$ cat src/rtl/bounded_counter_pkg.sv
// Shared mode encoding for the bounded up/down counter family.
package bounded_counter_pkg;

  typedef logic [1:0] mode_t;

  localparam mode_t MODE_WRAP   = 2'b00;
  localparam mode_t MODE_SAT    = 2'b01;
  localparam mode_t MODE_BOUNCE = 2'b10;

endpackage

$ cat src/rtl/counter_prescaler.sv
// Enable prescaler: tick is high one cycle in every PRESCALE while enable is held.
module counter_prescaler #(
  parameter int PRESCALE = 1
) (
  input  logic clk,
  input  logic reset,
  input  logic enable,
  output logic tick
);

  localparam int CW = (PRESCALE > 1) ? $clog2(PRESCALE) : 1;
  localparam logic [CW-1:0] LAST = CW'((PRESCALE > 1) ? PRESCALE - 1 : 0);

  logic [CW-1:0] phase_reg;

  // Phase restarts from zero whenever enable drops.
  always_ff @(posedge clk or posedge reset) begin
    if (reset) begin
      phase_reg <= '0;
    end else if (!enable || phase_reg == LAST) begin
      phase_reg <= '0;
    end else begin
      phase_reg <= phase_reg + 1'b1;
    end
  end

  assign tick = (PRESCALE <= 1) ? enable : (enable && phase_reg == LAST);

endmodule

$ cat src/rtl/bounded_updown_counter.sv
// Parametrised up/down counter with runtime limits, wrap/saturate/bounce modes and prescaler.
module bounded_updown_counter
  import bounded_counter_pkg::*;
#(
  parameter int WIDTH       = 4,
  parameter int STEP_W      = 2,
  parameter int RESET_VALUE = 5,
  parameter int PRESCALE    = 1
) (
  input  logic              clk,
  input  logic              reset,
  input  logic              enable,
  input  logic              load,
  input  logic [WIDTH-1:0]  load_value,
  input  logic              up_down,
  input  logic [STEP_W-1:0] step,
  input  mode_t             mode,
  input  logic [WIDTH-1:0]  lo_limit,
  input  logic [WIDTH-1:0]  hi_limit,
  input  logic              clear_flags,
  output logic [WIDTH-1:0]  count,
  output logic              at_max,
  output logic              at_min,
  output logic              dir,
  output logic              event_pulse,
  output logic              sat_sticky,
  output logic              limit_err
);

  logic             tick;
  logic             do_step;
  logic             going_up;
  logic             out_range;
  logic [WIDTH:0]   step_ext;
  logic [WIDTH:0]   sum;
  logic [WIDTH:0]   diff;
  logic [WIDTH-1:0] load_count;
  logic [WIDTH-1:0] step_count;
  logic             step_dir;
  logic             step_event;

  logic [WIDTH-1:0] count_reg;
  logic             dir_reg;
  logic             event_pulse_reg;
  logic             sat_sticky_reg;

  counter_prescaler #(.PRESCALE(PRESCALE)) u_prescaler (
    .clk    (clk),
    .reset  (reset),
    .enable (enable),
    .tick   (tick)
  );

  assign limit_err = lo_limit > hi_limit;
  assign do_step   = enable & tick & ~load & ~limit_err;

  always_comb begin
    step_ext   = (step == '0) ? (WIDTH+1)'(1) : (WIDTH+1)'(step);
    going_up   = (mode == MODE_BOUNCE) ? dir_reg : up_down;
    sum        = {1'b0, count_reg} + step_ext;
    diff       = {1'b0, count_reg} - step_ext;
    out_range  = (count_reg < lo_limit) || (count_reg > hi_limit);
    load_count = (load_value < lo_limit) ? lo_limit :
                 (load_value > hi_limit) ? hi_limit : load_value;
    step_count = count_reg;
    step_dir   = going_up;
    step_event = 1'b0;

    if (going_up) begin
      if (sum > {1'b0, hi_limit}) begin
        step_event = 1'b1;
        case (mode)
          MODE_SAT:    step_count = hi_limit;
          MODE_BOUNCE: begin
            step_count = hi_limit;
            step_dir   = 1'b0;
          end
          default:     step_count = lo_limit;
        endcase
      end else if (out_range) begin
        // Count sat below a raised lower limit: pull it back in and flag it.
        step_event = 1'b1;
        step_count = (sum[WIDTH-1:0] < lo_limit) ? lo_limit : sum[WIDTH-1:0];
      end else begin
        step_count = sum[WIDTH-1:0];
      end
    end else begin
      if (diff[WIDTH] || diff[WIDTH-1:0] < lo_limit) begin
        step_event = 1'b1;
        case (mode)
          MODE_SAT:    step_count = lo_limit;
          MODE_BOUNCE: begin
            step_count = lo_limit;
            step_dir   = 1'b1;
          end
          default:     step_count = hi_limit;
        endcase
      end else if (out_range) begin
        step_event = 1'b1;
        step_count = (diff[WIDTH-1:0] > hi_limit) ? hi_limit : diff[WIDTH-1:0];
      end else begin
        step_count = diff[WIDTH-1:0];
      end
    end
  end

  always_ff @(posedge clk or posedge reset) begin
    if (reset) begin
      count_reg       <= WIDTH'(RESET_VALUE);
      dir_reg         <= 1'b1;
      event_pulse_reg <= 1'b0;
      sat_sticky_reg  <= 1'b0;
    end else begin
      event_pulse_reg <= do_step & step_event;
      if (!limit_err) begin
        // A fresh event beats a simultaneous clear.
        sat_sticky_reg <= (do_step & step_event) | (sat_sticky_reg & ~clear_flags);
        if (load) begin
          count_reg <= load_count;
        end else if (do_step) begin
          count_reg <= step_count;
          dir_reg   <= step_dir;
        end
      end
    end
  end

  assign count       = count_reg;
  assign dir         = dir_reg;
  assign event_pulse = event_pulse_reg;
  assign sat_sticky  = sat_sticky_reg;
  assign at_max      = count_reg == hi_limit;
  assign at_min      = count_reg == lo_limit;

endmodule

$ cat config.mk
export PLATFORM = sky130hd
export DESIGN_NAME = bounded_updown_counter
export DESIGN_NICKNAME = d
export VERILOG_FILES = /design/src/rtl/bounded_counter_pkg.sv /design/src/rtl/counter_prescaler.sv /design/src/rtl/bounded_updown_counter.sv
export SDC_FILE = /design/constraint.sdc
export NUM_CORES = 1
export LEC_CHECK = 0
export BUFFER_PORTS_ARGS = -buffer_cell sky130_fd_sc_hd__buf_2
export CELL_PAD_IN_SITES_DETAIL_PLACEMENT = 1
export CELL_PAD_IN_SITES_GLOBAL_PLACEMENT = 2
export CORE_MARGIN = 8
export CORE_UTILIZATION = 34
export DETAILED_ROUTE_END_ITERATION = 10
export PLACE_DENSITY = 0.85
export RECOVER_POWER = 100
export SETUP_SLACK_MARGIN = 0.1
export SYNTH_ARGS = -nofsm -noshare
export SYNTH_HDL_FRONTEND = slang
export SYNTH_SLANG_ARGS = --single-unit
export TNS_END_PERCENT = 10
$ cat constraint.sdc
create_clock -name clk -period 3.7 [get_ports clk]
set_input_delay 0.185 -clock clk [delete_from_list [all_inputs] [get_ports clk]]
set_output_delay 0.185 -clock clk [all_outputs]
set_load 0.02 [all_outputs]
==> flow_summary.toml, run 1 <==
[drt]
first_iter_violations = 65
routed-via-count = 1591
top_layer = "met4"
ant_nets = 0
post_drt_wl_per_cell_um = 18.0
wl_met3_um = 234
firstDrtPassIters = 4
met1_length_um = 2380
drcViolationCount = 0
met2_length_um = 2570
avgViaCountPerCell = 5.45
wirelength_um = 5240

[yosys]
ys_types = 47
synthCells = 191
synthArstFlopShare_pct = 100
syn_area_um2 = 1670
synth-edff-count = 0
synthTopCellsByArea = "ha_1 29%, mux2i_1 7.8%, dfrtp_1 6.0%"
yosysWarnings = 0
syn_area_per_cell_um2 = 8.72
ys_ff_latch = 7
synth_nets = 254
synth_top_area_share_pct = 29.3
ys.flop_type = "dfrtp_1"
synth_top_cell_by_area = "ha_1"
synthMostInstantiatedCell = "ha_1"
netlist_top_cells_count = "39 x ha_1, 18 x inv_1, 15 x a21oi_1, 14 x nand2_1, 13 x mux2i_1"
seq_area_frac_synth_pct = 10.7

[critical_path]
r2r-start = "count[1]$_DFFE_PP0P_"
crit_fanout = 8
reg2reg_slack_ns = 0.45
endpoint_kind = "flip-flop"
ff2ff_path_depth = 11
crit_path_start_kind = "flip-flop"
rr_endpoint = "count[3]$_DFFE_PP0P_"
crit_type = "flip-flop to flip-flop"
crit_arrival_ns = 3.34
critical_path_required_ns = 3.79

[hold_path]
min_to = "sat_sticky$_DFFE_PP0N_"
min_path_type = "primary input to flip-flop"
min_from = "clear_flags"
holdPathStages = 3

[clocking]
root_buffer = "clkbuf_8"
cts_setup_buffers = 0
cts_tree = "yes"
htree_levels = 1
insertion_delay_ns = 0.23
cts_made_buffers = 3
cts-resized-gates = 0
cts.path.max_buffers = 2
hold_buffers = 1
clkSlewWorstSetupHoldPaths_ns = 0.04
clock_sinks = 7

[grt]
grt_usage_pct = 14.9
antenna_found_initial = 0
grt_first_pass_wirelength_um = 8800
gr-total-overflow = 0
grt_max_degree = 11
grt_pass1_vias = 1766

[final_layout]
largest_reg_flops = 4
fillers = 582
num_antenna_cells = 0
area_growth_pct = 16.3
drive_above_1_share_pct = 19.1
fin_nets = 289

[timing]
layout_min_cycle_time_ns = 3.25
rsz0062_at_grt = "no"
slew_headroom_pct = 55.9
fin_tns_setup_ns = 0
slew_violations = 0
finalHoldViolations = 0
setup_viol = 0
period_share_pct = 87.8
fmax_ghz = 0.308
hold_ws_ns = 0.248
worstMarginPinSlew_ns = 0.656
fin_worst_skew_ns = 0.00334

[job]
max_cap_violations = 0

[power_and_ir_drop]
ir_worst_vdd_uv = 246
total_power_mw = 1.49
powerDensity_nw_per_um2 = 769
leakage_nw = 0.926

[floorplanning]
io-pin-count = 32
core-area_um2 = 4720
die_width_um = 86.0
die_h_um = 86.0
rows = 25
die_area_um2 = 7390
start_util_pct = 35.3

[placement]
numPortBuffers = 31
dp_hpwl_um = 4370
gp_congestion = 0.823

[status]
status = "completed"
[worst max-delay path by stage]
stage | from | endpoint | slack (ns) | cells after the start
global placement | count[1]$_DFFE_PP0P_ | count[1]$_DFFE_PP0P_ | 0.56 | 10
finish | count[1]$_DFFE_PP0P_ | count[3]$_DFFE_PP0P_ | 0.45 | 11
floorplan | count[0]$_DFFE_PP1P_ | count[1]$_DFFE_PP0P_ | 0.75 | 12
CTS | count[1]$_DFFE_PP0P_ | count[3]$_DFFE_PP0P_ | 0.49 | 11
detailed placement | count[1]$_DFFE_PP0P_ | count[3]$_DFFE_PP0P_ | 0.51 | 11
global route | count[1]$_DFFE_PP0P_ | count[3]$_DFFE_PP0P_ | 0.11 | 11
[cells in the final DEF, fill, tap and decap left out, drive strengths merged, types with 4 or more instances in the layout]
master and instances:
mux2i 13, nor2b 6, inv 18, o21ai 14
mux2 4, nor3 4, o21a 4, nand2 14
dfrtp 4, nor2 5, clkbuf 12, a21oi 17
ha 39, o22ai 5, buf 23
[report_power, final]
part | switching [mW] | internal, mW
clock network | 0.0346 | 0.0746
logic | 0.692 | 0.504
registers | 0.0687 | 0.116
[cells by family (layout without fill, tap and decap cells)]
family | count (synthesis) | after routing | share of synthesized area [%]
AO/OA/AOI/OAI | 60 | 60 | 25.6
XOR/XNOR | 4 | 4 | 2.10
adder cells (fa/ha/maj) | 41 | 41 | 31.7
buffers and inverters | 20 | 54 | 4.58
flip-flops | 7 | 7 | 10.7
multiplexers | 17 | 17 | 11.0
AND/OR/NAND/NOR | 42 | 42 | 14.3
[worst max-delay path, stage by stage, from the launching register on]
cell	delay, ns
dfrtp_1	0.51
ha_1	0.38
nor2b_1	0.11
o21ai_0	0.11
xnor2_1	0.32
ha_1	0.34
a21oi_1	0.21
a21oi_1	0.10
o21ai_0	0.47
mux2i_1	0.23
a22oi_1	0.22
a31oi_1	0.11
[metal layers]
metal | track usage, % | vias up
li1 | - | 792
met1 | 18.2 | 758
met2 | 26.5 | 37
met3 | 2.01 | 4
met4 | 3.66 | 0
met5 | 0 | -
[through the flow]
step / std cells / area (um2) / utilization (%) / worst slack, ns
4_1_cts: 292 / 1950 / 41.3 / 0.486
6_report: 292 / 1940 / 41.0 / 0.452
2_1_floorplan: 191 / 1670 / - / 0.747
5_1_grt: 292 / 1940 / 41.0 / 0.111
3_5_place_dp: 287 / 1900 / 40.1 / 0.514
3_3_place_gp: 287 / 1900 / 40.1 / 0.561
[cell type report]
class | instances | area (um2) | share of cell area [%]
Timing Repair Buffer | 32 | 155 | 8.01
Sequential cell | 7 | 179 | 9.24
Clock buffer | 4 | 45.0 | 2.33
Multi-Input combinational cell | 164 | 1410 | 72.6
Inverter | 18 | 67.6 | 3.49
Tap cell | 67 | 83.8 | 4.33
No activity file was read; power rests on OpenSTA's default activity.
==> run 2: changes to the inputs <==
BUFFER_PORTS_ARGS = default   (was -buffer_cell sky130_fd_sc_hd__buf_2)
CORE_UTILIZATION = 30   (was 34)
DONT_BUFFER_PORTS = 1   (was default)
PLACE_DENSITY = 0.68   (was 0.85)
==> run 2 against run 1 <==
Fmax grew 0.45%. Critical path type unchanged. Highest routed layer unchanged. Largest cell class unchanged. Clock power is essentially flat. Critical path depth stayed put. Register-to-register slack hardly changed. Clock skew increased by 0.00073 ns.
==> flow_summary.toml, run 2 (synthesized netlist as in run 1, its figures left out) <==
[final_layout]
area_growth_pct = 8.56
final_cell_mix = "39 x ha_1, 18 x inv_1, 15 x a21oi_1"
final_common_cell = "ha_1"
num_antenna_cells = 0
fin_nets = 260
largest_reg_flops = 4
drive_above_1_share_pct = 9.69

[placement]
numPortBuffers = 0
dp_hpwl_um = 4600
pre_cts_slack_ns = 0.476
gp_congestion = 0.844

[timing]
fin_worst_skew_ns = 0.00407
slew_headroom_pct = 50.3
slew_violations = 0
fmax_ghz = 0.309
rsz0062_at_grt = "no"
worstMarginPinSlew_ns = 0.746
setup_viol = 0
period_share_pct = 87.4
layout_min_cycle_time_ns = 3.23
layout_setup_ws_ns = 0.466
finalHoldViolations = 0
fin_tns_setup_ns = 0

[clocking]
htree_levels = 1
cts.path.max_buffers = 2
cts-resized-gates = 0
clkSlewWorstSetupHoldPaths_ns = 0.04
cts_made_buffers = 3
cts_tree = "yes"
cts_setup_buffers = 0
clock_sinks = 7
insertion_delay_ns = 0.23
root_buffer = "clkbuf_8"

[power_and_ir_drop]
total_power_mw = 1.46
leakage_nw = 0.831
ir_worst_vdd_uv = 356
powerDensity_nw_per_um2 = 808

[floorplanning]
die_width_um = 90.5
start_util_pct = 30.6
io-pin-count = 32
rows = 27
core-area_um2 = 5440
die_area_um2 = 8190
die_h_um = 90.5

[critical_path]
crit_path_start_kind = "flip-flop"
crit_arrival_ns = 3.34
critical_path_required_ns = 3.80
slowest_stage = "dfstp_2"
r2r-start = "count[0]$_DFFE_PP1P_"
slowest_delay_ns = 0.62
endpoint_kind = "flip-flop"
crit_chain = "ha_1 > nor2b_1 > o21ai_0 > xnor2_1 > ha_1 > a21oi_1 > a21oi_1 > o21ai_0 > mux2i_1 > a22oi_1 > a31oi_1"
crit_buf_inv = 0
crit_fanout = 5
ff2ff_path_depth = 11
crit_family = "compound AO/OA/AOI/OAI gates"
rr_endpoint = "count[3]$_DFFE_PP0P_"
reg2reg_slack_ns = 0.47
crit_type = "flip-flop to flip-flop"

[grt]
grt_first_pass_wirelength_um = 8740
grt_max_degree = 10
antenna_found_initial = 0
gr-total-overflow = 0
grt_usage_pct = 13.2
grt_pass1_vias = 1681

[hold_path]
min_from = "clear_flags"
min_path_type = "primary input to flip-flop"
holdPathStages = 2
min_to = "sat_sticky$_DFFE_PP0N_"

[job]
max_cap_violations = 0

[drt]
wirelength_um = 5460
first_iter_violations = 52
drcViolationCount = 0
post_drt_wl_per_cell_um = 20.4
ant_nets = 0
routed-via-count = 1507
firstDrtPassIters = 4
avgViaCountPerCell = 5.62

[status]
status = "completed"
run 2: changes by cell type in the layout (fill, tap and decap cells not counted):
cell | before | now
dfstp_2 | 2 | 1
and4_1 | 2 | 3
o21ai_0 | 10 | 11
dfstp_1 | 1 | 2
and4_2 | 1 | 0
buf_4 | 0 | 1
o21ai_1 | 3 | 2
buf_2 | 23 | 0
clkbuf_1 | 9 | 2
run 2: worst max path at each step:
stage                    startpoint                    to  slack, ns  cells past startpoint
4_1_cts        count[0]$_DFFE_PP1P_  count[3]$_DFFE_PP0P_       0.47                     11
3_3_place_gp   count[0]$_DFFE_PP1P_  count[0]$_DFFE_PP1P_       0.60                     11
2_1_floorplan  count[0]$_DFFE_PP1P_  count[1]$_DFFE_PP0P_       0.75                     12
3_5_place_dp   count[0]$_DFFE_PP1P_  count[3]$_DFFE_PP0P_       0.48                     11
5_1_grt        count[0]$_DFFE_PP1P_  count[3]$_DFFE_PP0P_       0.18                     13
6_report       count[0]$_DFFE_PP1P_  count[3]$_DFFE_PP0P_       0.47                     11
run 2: area by class of cell:
cell class / count / area (um2)
Clock buffer: 4 / 45.0
Fill cell: 638 / 3630
Inverter: 18 / 67.6
Multi-Input combinational cell: 164 / 1410
Sequential cell: 7 / 179
Tap cell: 72 / 90.1
Timing Repair Buffer: 3 / 21.3
run 2: power by group:
part | internal (mW) | leakage (nW) | switching [mW]
logic | 0.487 | 0.729 | 0.676
clock network | 0.0745 | 0.0228 | 0.0328
registers | 0.115 | 0.0791 | 0.0752
run 2: metal layers:
metal  GRT usage (%)  part of all wire (%)
met5               0                     0
met4            4.02                   2.3
met3            2.91                   5.4
met2            24.2                    51
met1            14.6                    41
run 2: repair_timing:
item | in CTS | in global routing
endpoints found under the hold margin | 4 | 0
setup endpoints to repair | 0 | 0
hold buffers | 1 | 0
run 2: through the flow:
step                hold slack (ns)  utilization [%]  area [um2]  cells
floorplan                   -0.0138                -        1670    191
global placement             0.0210             32.4        1760    263
detailed placement           0.0277             32.4        1760    263
global route                  0.156             33.2        1810    268
finish                        0.140             33.2        1810    268
CTS                           0.142             33.4        1820    268
run 2: worst register-to-register path: stages (launching register included):
cell,delay (ns)
dfstp_2,0.62
ha_1,0.22
nor2b_1,0.14
o21ai_0,0.10
xnor2_1,0.36
ha_1,0.35
a21oi_1,0.23
a21oi_1,0.09
o21ai_0,0.43
mux2i_1,0.23
a22oi_1,0.23
a31oi_1,0.10
